**src/rtl/div_unit.sv**
```systemverilog
// div_unit: iterative radix-4 integer divider, DATA_W/2 steps plus one sign-fix cycle.
// Define DIV_SIGNED_EN to enable two's-complement mode; otherwise every divide is unsigned.
module div_unit #(
  parameter int DATA_W = 32
) (
  input  logic                  cpu_clk_50M,
  input  logic                  cpu_rst,
  input  logic                  div_start_i,
  input  logic                  div_signed_i,
  input  logic                  div_cancel_i,
  input  logic [DATA_W-1:0]     div_opdata1_i,
  input  logic [DATA_W-1:0]     div_opdata2_i,
  output logic                  div_busy_o,
  output logic                  div_ready_o,
  output logic                  div_by_zero_o,
  output logic [2*DATA_W-1:0]   div_res_o
);
  localparam int CW = $clog2(DATA_W);
  localparam logic [CW-1:0] LAST = CW'(DATA_W / 2 - 1);
  typedef enum logic [2:0] {IDLE, ON, DZERO, SIGN, DONE} state_t;
  state_t state;
  logic [DATA_W-1:0] quo, rem, dvs, a_mag, b_mag, fin_q, fin_r, rem_nx;
  logic [DATA_W+1:0] pr, d1, d2, d3, sub;
  logic [CW-1:0] cnt;
  logic [1:0] qd;
  logic accept;
  assign accept = state == IDLE && div_start_i && !div_cancel_i;
`ifdef DIV_SIGNED_EN
  logic neg_q, neg_r;
  assign a_mag = div_signed_i && div_opdata1_i[DATA_W-1] ? -div_opdata1_i : div_opdata1_i;
  assign b_mag = div_signed_i && div_opdata2_i[DATA_W-1] ? -div_opdata2_i : div_opdata2_i;
  assign fin_q = neg_q ? -quo : quo;
  assign fin_r = neg_r ? -rem : rem;
  always_ff @(posedge cpu_clk_50M)
    if (cpu_rst) begin
      neg_q <= 1'b0;
      neg_r <= 1'b0;
    end else if (accept) begin
      neg_q <= div_signed_i && (div_opdata1_i[DATA_W-1] ^ div_opdata2_i[DATA_W-1]);
      neg_r <= div_signed_i && div_opdata1_i[DATA_W-1];
    end
`else
  logic unused_signed;
  assign unused_signed = div_signed_i;
  assign a_mag = div_opdata1_i;
  assign b_mag = div_opdata2_i;
  assign fin_q = quo;
  assign fin_r = rem;
`endif
  // quo doubles as the dividend shift register: its top digit feeds the partial remainder
  assign pr = {rem, quo[DATA_W-1 -: 2]};
  assign d1 = {2'b00, dvs};
  assign d2 = {1'b0, dvs, 1'b0};
  assign d3 = d1 + d2;
  always_comb begin
    qd = pr >= d3 ? 2'd3 : pr >= d2 ? 2'd2 : pr >= d1 ? 2'd1 : 2'd0;
    sub = qd == 2'd3 ? d3 : qd == 2'd2 ? d2 : qd == 2'd1 ? d1 : '0;
    rem_nx = DATA_W'(pr - sub);
  end
  always_ff @(posedge cpu_clk_50M)
    if (cpu_rst) begin
      state <= IDLE;
      cnt <= '0;
      quo <= '0;
      rem <= '0;
      dvs <= '0;
      div_res_o <= '0;
      div_busy_o <= 1'b0;
      div_ready_o <= 1'b0;
      div_by_zero_o <= 1'b0;
    end else if (div_cancel_i) begin
      state <= IDLE;
      div_busy_o <= 1'b0;
      div_ready_o <= 1'b0;
      div_by_zero_o <= 1'b0;
    end else begin
      case (state)
        IDLE: if (div_start_i) begin
          dvs <= b_mag;
          quo <= div_opdata2_i == '0 ? div_opdata1_i : a_mag;
          rem <= '0;
          cnt <= '0;
          div_busy_o <= 1'b1;
          state <= div_opdata2_i == '0 ? DZERO : ON;
        end
        ON: begin
          quo <= {quo[DATA_W-3:0], qd};
          rem <= rem_nx;
          cnt <= cnt + 1'b1;
          if (cnt == LAST) state <= SIGN;
        end
        SIGN: begin
          div_res_o <= {fin_r, fin_q};
          div_busy_o <= 1'b0;
          div_ready_o <= 1'b1;
          state <= DONE;
        end
        DZERO: begin
          div_res_o <= {quo, {DATA_W{1'b1}}};
          div_busy_o <= 1'b0;
          div_ready_o <= 1'b1;
          div_by_zero_o <= 1'b1;
          state <= DONE;
        end
        DONE: begin
          div_ready_o <= 1'b0;
          div_by_zero_o <= 1'b0;
          state <= IDLE;
        end
        default: state <= IDLE;
      endcase
    end
endmodule

```
**config.mk**
```make
export PLATFORM = sky130hd
export DESIGN_NAME = div_unit
export DESIGN_NICKNAME = d
export VERILOG_FILES = /design/src/rtl/div_unit.sv
export SDC_FILE = /design/constraint.sdc
export NUM_CORES = 1
export LEC_CHECK = 0
export BUFFER_PORTS_ARGS = -buffer_cell sky130_fd_sc_hd__buf_2
export CELL_PAD_IN_SITES_DETAIL_PLACEMENT = 1
export CELL_PAD_IN_SITES_GLOBAL_PLACEMENT = 1
export CORE_UTILIZATION = 48
export DETAILED_ROUTE_END_ITERATION = 8
export GPL_ROUTABILITY_DRIVEN = 0
export HOLD_SLACK_MARGIN = 0.08
export PLACE_DENSITY_LB_ADDON = 0.2
export RECOVER_POWER = 50
export REMOVE_ABC_BUFFERS = 1
export SYNTH_ARGS = -nofsm -noshare
export SYNTH_HDL_FRONTEND = slang
export SYNTH_SLANG_ARGS = --single-unit
```
**constraint.sdc**
```tcl
create_clock -name cpu_clk_50M -period 11.76 [get_ports cpu_clk_50M]
set_input_delay 1.176 -clock cpu_clk_50M [delete_from_list [all_inputs] [get_ports cpu_clk_50M]]
set_output_delay 1.176 -clock cpu_clk_50M [all_outputs]
set_load 0.02 [all_outputs]
```
Word-level counts from Yosys, hierarchy flattened --
Cells that the tools add are included.
Storage, ports and cells: output and inout port bits 67, flip-flop bits (word level) 171, word-level logic and storage cells 61, bits of input ports 69
Cells by class: $add $sub $neg 3, multiplexer cells 21, equality and inequality tests 10, $lt $le $gt $ge 3, reductions and logical operators 14, bitwise operators 1
Operators with widths (number):
- $mux W32 | 5
- $pmux W32 S2 | 2
- $pmux W64 S2 | 1
- $add A32 B33 Y34 | 1
- $ge A34 B32 Y1 | 1
- $ge A34 B33 Y1 | 1
- $ge A34 B34 Y1 | 1
- $logic_not A32 Y1 | 1
- $sub A32 B32 Y32 | 1
- $pmux W5 S2 | 1
- $reduce_bool A2 Y1 | 5
- $pmux W3 S3 | 1
- $eq A3 B2 Y1 const B | 2
- $mux W2 | 3
- $mux W3 | 2
- $pmux W1 S2 | 3
- $reduce_and A2 Y1 | 3
- $reduce_and A3 Y1 | 2
- $add A5 B1 Y5 const B | 1
- $eq A5 B4 Y1 const B | 1
- $mux W5 | 1
- $eq A2 B2 Y1 const B | 2
- $ne A2 B2 Y1 const B | 2
- $reduce_or A2 Y1 | 2
- 6 further kinds | 7

Depth between registers and ports, before layout --
depth in word-level cells 10, gate-level depth with buffers 31, mapped depth without buffers 30

Worst setup path before layout --
Ideal clock, no wire load.
path kind register to register, from register dvs[1], to register rem[31], in the netlist fin_r[31], clock period less this slack 6.295 ns, setup time 0.129 ns, slack 5.465 ns, buffers on the path 1, cell stages (with the launch flop) 28, data required time 11.631 ns, arrival time 6.166 ns, cells stage by stage dfxtp_1 -> ha_1 -> a211oi_1 -> o21ai_1 -> a22oi_2 -> a21oi_1 -> a221o_1 -> a211oi_1 -> o31ai_1 -> a21oi_1 -> xnor2_1 -> ha_1 -> a2111oi_0 -> o21ai_0 -> a211oi_1 -> nor2_1 -> clkbuf_1 -> a221oi_1 -> a21o_1 -> ha_1 -> a21o_1 -> a2111oi_4 -> a21oi_2 -> or3_1 -> o211a_1 -> o211a_1 -> a221oi_1 -> nand3_1
On the way: longest elaborated chain between the ends 10, elaborated cells between the ends (all ways) 15, classes of those cells add/sub: 2; order compare: 3; eq/ne: 3; mux: 7
Ends and longest elaborated chain:
- from (decl) | RTL line 22 | logic [DATA_W-1:0] quo, rem, dvs, a_mag, b_mag, fin_q, fin_r, rem_nx;
- from (signal assigned) | RTL line 79 | dvs <= b_mag;
- branches (longest 7 deep; another with $add A32 B33 Y34)
- $mux W32 * | RTL line 57 | sub = qd == 2'd3 ? d3 : qd == 2'd2 ? d2 : qd == 2'd1 ? d1 : '0;
- $sub A32 B32 Y32 * | RTL line 58 | rem_nx = DATA_W'(pr - sub);
- $pmux W32 S2 * | RTL line 77 | case (state)
- to (signal assigned) | RTL line 88 | rem <= rem_nx;
- to (decl) | RTL line 22
Every way passes the cells marked *. A chain may end at the register's enable or synchronous reset.

Final worst setup path --
Same ends and word-level chain as after synthesis.

==> run metrics <==
DR pass1 iterations=5; outcome=finished with violations; RSZ-0062 raised after global routing=false; post-CTS resize count=0; period utilisation layout=0.687; Antenna diodes=0; failing checks=capacitance limit, slew limit; number of synthesized flops with an enable pin=0; WP data arrival=8400 ps; worst setup path class=flop to flop; GRT overflow=0; Max-cap violations=6; Avg Inst Size Synth=roughly 8.1 um2; Slew HR=-1.46; # hold bufs at CTS=0; top-level port count=about 140; Starting DRT DRC Count=797; Layout Skew=13.2 ps; Initial Utilization=0.491; Area Overhead vs Synth=10.9%; largest net degree at the start of global routing=88; vias in the first global route=12,500; number of library cell types mapped by synthesis=~90; CP Data Required Time=~12,000 ps; first-pass GRT wire length=around 65,000 um; DR vias/cell=about 6.3; post-route ant nets=0; number of CTS-inserted buffers=17; max frequency=roughly 120 MHz; clock sink total=171; Synth Flop Type=dfxtp_1; reg2reg setup slack=between 3000 and 4000 ps; IO buf count=~130; Max clock buf depth=2; DR WL/cell=20.4 um; root buf cell=clkbuf_16; H-tree levels=4; ys async rst share=0; Die Span X=163 um; aggregate negative setup slack=0 ps; layout cell share with drive strength beyond 1=0.0863; nature of the critical path startpoint=flop; synth warn=0; worst slew pin tran=approximately 3700 ps; Cells after Synth=1,536; post-synthesis sequential area ratio=0.275; setup bufs post-CTS=0; Die Height=roughly 160 um; Clock transition at path regs=80 ps; final WL=~40,000 um; area of the mapped netlist=between 10,000 and 15,000 um2; clk_lat worst skew=around 440 ps; Setup Viol. Count Final=0; nets=1,854; CTS tree=done; post-synthesis register bit count=around 170; core area=roughly 25,000 um2; All-Layer GR Usage=0.306; drt drc=0; Tmin final=between 8000 and 9000 ps; row cnt=58; detailed placement HPWL=29,400 um; Worst Path Max Fanout=63; Slew Limit Fails=roughly 340; Final Hold Fails=0; die area=around 27,000 um2; via count=~12,000; Hold Path Class=flop to flop; initial antenna violation count=1; endpoint type of the worst setup path=flop
-- cell type report --
| class | count | area [um2] |
|---|---|---|
| Clock inverter | 14 | 149 |
| Inverter | 58 | 218 |
| Clock buffer | 18 | 429 |
| Fill cell | 3144 | 11500 |
| Timing Repair Buffer | 148 | 673 |
| Tap cell | 330 | 413 |
| Sequential cell | 171 | 3420 |
| Multi-Input combinational cell | 1225 | 8500 |
-- final timing paths --
kind,to,from,depth (start not counted)
worst max register to register,fin_r[31]$_SDFFE_PP0P_,dvs[1]$_SDFFE_PP0P_,27
worst max-delay path,fin_r[31]$_SDFFE_PP0P_,dvs[1]$_SDFFE_PP0P_,27
worst min-delay path,div_res_o[12]$_SDFFE_PP0P_,div_res_o[12]$_SDFFE_PP0P_,2
worst min register to register,div_res_o[12]$_SDFFE_PP0P_,div_res_o[12]$_SDFFE_PP0P_,2
-- per-stage QoR --
stage	hold WS (ps)	area, um2	util	instances	worst slack [ps]
floorplan	453	12100	-	1454	4200
global placement	439	13300	0.527	1932	4190
detailed placement	447	13300	0.527	1932	3790
CTS	458	13900	0.549	1964	3750
global route	475	13800	0.545	1964	3310
finish	454	13800	0.545	1964	3680
-- per-layer routing --
metal / GRT usage / up-vias / wire length (um)
li1: - / 5917 / -
met1: 0.412 / 6044 / 19200
met2: 0.508 / 297 / 18400
met3: 0.0340 / 40 / 1650
met4: 0.0973 / 0 / 871
met5: 0 / - / 0
-- cells in the final DEF (no fill, tap or decap), types with 9 or more instances in the layout --
cell / n
mux2i_1: 21
nand2_1: 148
xnor2_1: 31
a21oi_1: 169
buf_2: 64
clkbuf_1: 75
xor2_1: 22
nor4_1: 10
a221oi_1: 34
a22oi_1: 28
a21o_1: 55
a211oi_1: 62
nor3_1: 15
dfxtp_1: 170
nand4_1: 16
o21ai_0: 75
o21a_1: 15
o22ai_1: 33
nor2_1: 125
inv_1: 57
nand3_1: 37
ha_1: 162
and3_1: 9
buf_4: 10
a22o_1: 9
clkbuf_16: 17
-- logic make-up (layout without fill, tap and decap cells) --
logic type / after synthesis / after routing / share of synthesized area
DFF: 171 / 171 / 0.275
and+or+nand+nor: 413 / 413 / 0.151
adders and majority gates: 164 / 164 / 0.166
muxes: 21 / 21 / 0.0169
buffers and inverters: 140 / 238 / 0.0441
xor gates and xnor gates: 53 / 53 / 0.0373
AOI/OAI and AO/OA: 574 / 574 / 0.309
-- critical path, stage by stage, from the launching register on --
cell	delay [ps]
dfxtp_1	490
ha_1	300
a211oi_1	360
o21ai_1	180
a22oi_2	220
a21oi_1	190
a221o_1	460
a211oi_1	310
o31ai_1	160
a21oi_1	230
xnor2_1	160
ha_1	280
a2111oi_0	450
o21ai_0	330
a211oi_1	690
nor2_4	60
buf_4	330
a221oi_1	310
a21o_1	170
ha_1	310
a21o_1	220
a2111oi_4	400
a21oi_2	120
or3_1	310
o211a_1	240
or2_0	250
a221oi_1	310
nand3_1	120
-- flip-flops by register name, indices dropped and copies added, names as in the netlist --
name and count:
div_by_zero_o 1, state 3, div_res_o 64, div_ready_o 1, fin_q 32, fin_r 32, dvs 32, cnt 5
div_busy_o 1
-- Yosys cell counts, types with 5 or more instances --
| master | n | area, um2 |
|---|---|---|
| a21oi_1 | 170 | 851 |
| and3_1 | 9 | 56.3 |
| nand2_1 | 148 | 556 |
| o31ai_1 | 5 | 37.5 |
| buf_1 | 5 | 18.8 |
| a22oi_1 | 28 | 210 |
| clkbuf_1 | 72 | 270 |
| ha_1 | 162 | 2030 |
| o21bai_1 | 8 | 60.1 |
| a211oi_1 | 62 | 465 |
| a22o_1 | 9 | 78.8 |
| a21o_1 | 55 | 413 |
| a221oi_1 | 34 | 298 |
| o22ai_1 | 33 | 206 |
| o21a_1 | 15 | 113 |
| o211ai_1 | 7 | 52.6 |
| inv_1 | 57 | 214 |
| dfxtp_1 | 171 | 3420 |
| xnor2_1 | 31 | 272 |
| o21ai_1 | 8 | 40.0 |
| o21ai_0 | 74 | 370 |
| nor3_1 | 15 | 75.1 |
| nand4_1 | 16 | 100 |
| a211o_1 | 6 | 52.6 |
| xor2_1 | 22 | 193 |
| mux2i_1 | 21 | 210 |
| or3_1 | 7 | 43.8 |
| nor2b_1 | 7 | 43.8 |
| nand2b_1 | 8 | 50.1 |
| nor4_1 | 10 | 62.6 |
| nand3_1 | 37 | 185 |
| nor2_1 | 127 | 477 |
Power is not shown: default switching activity piles up to over one toggle a cycle in this logic, so the estimate is an artifact.
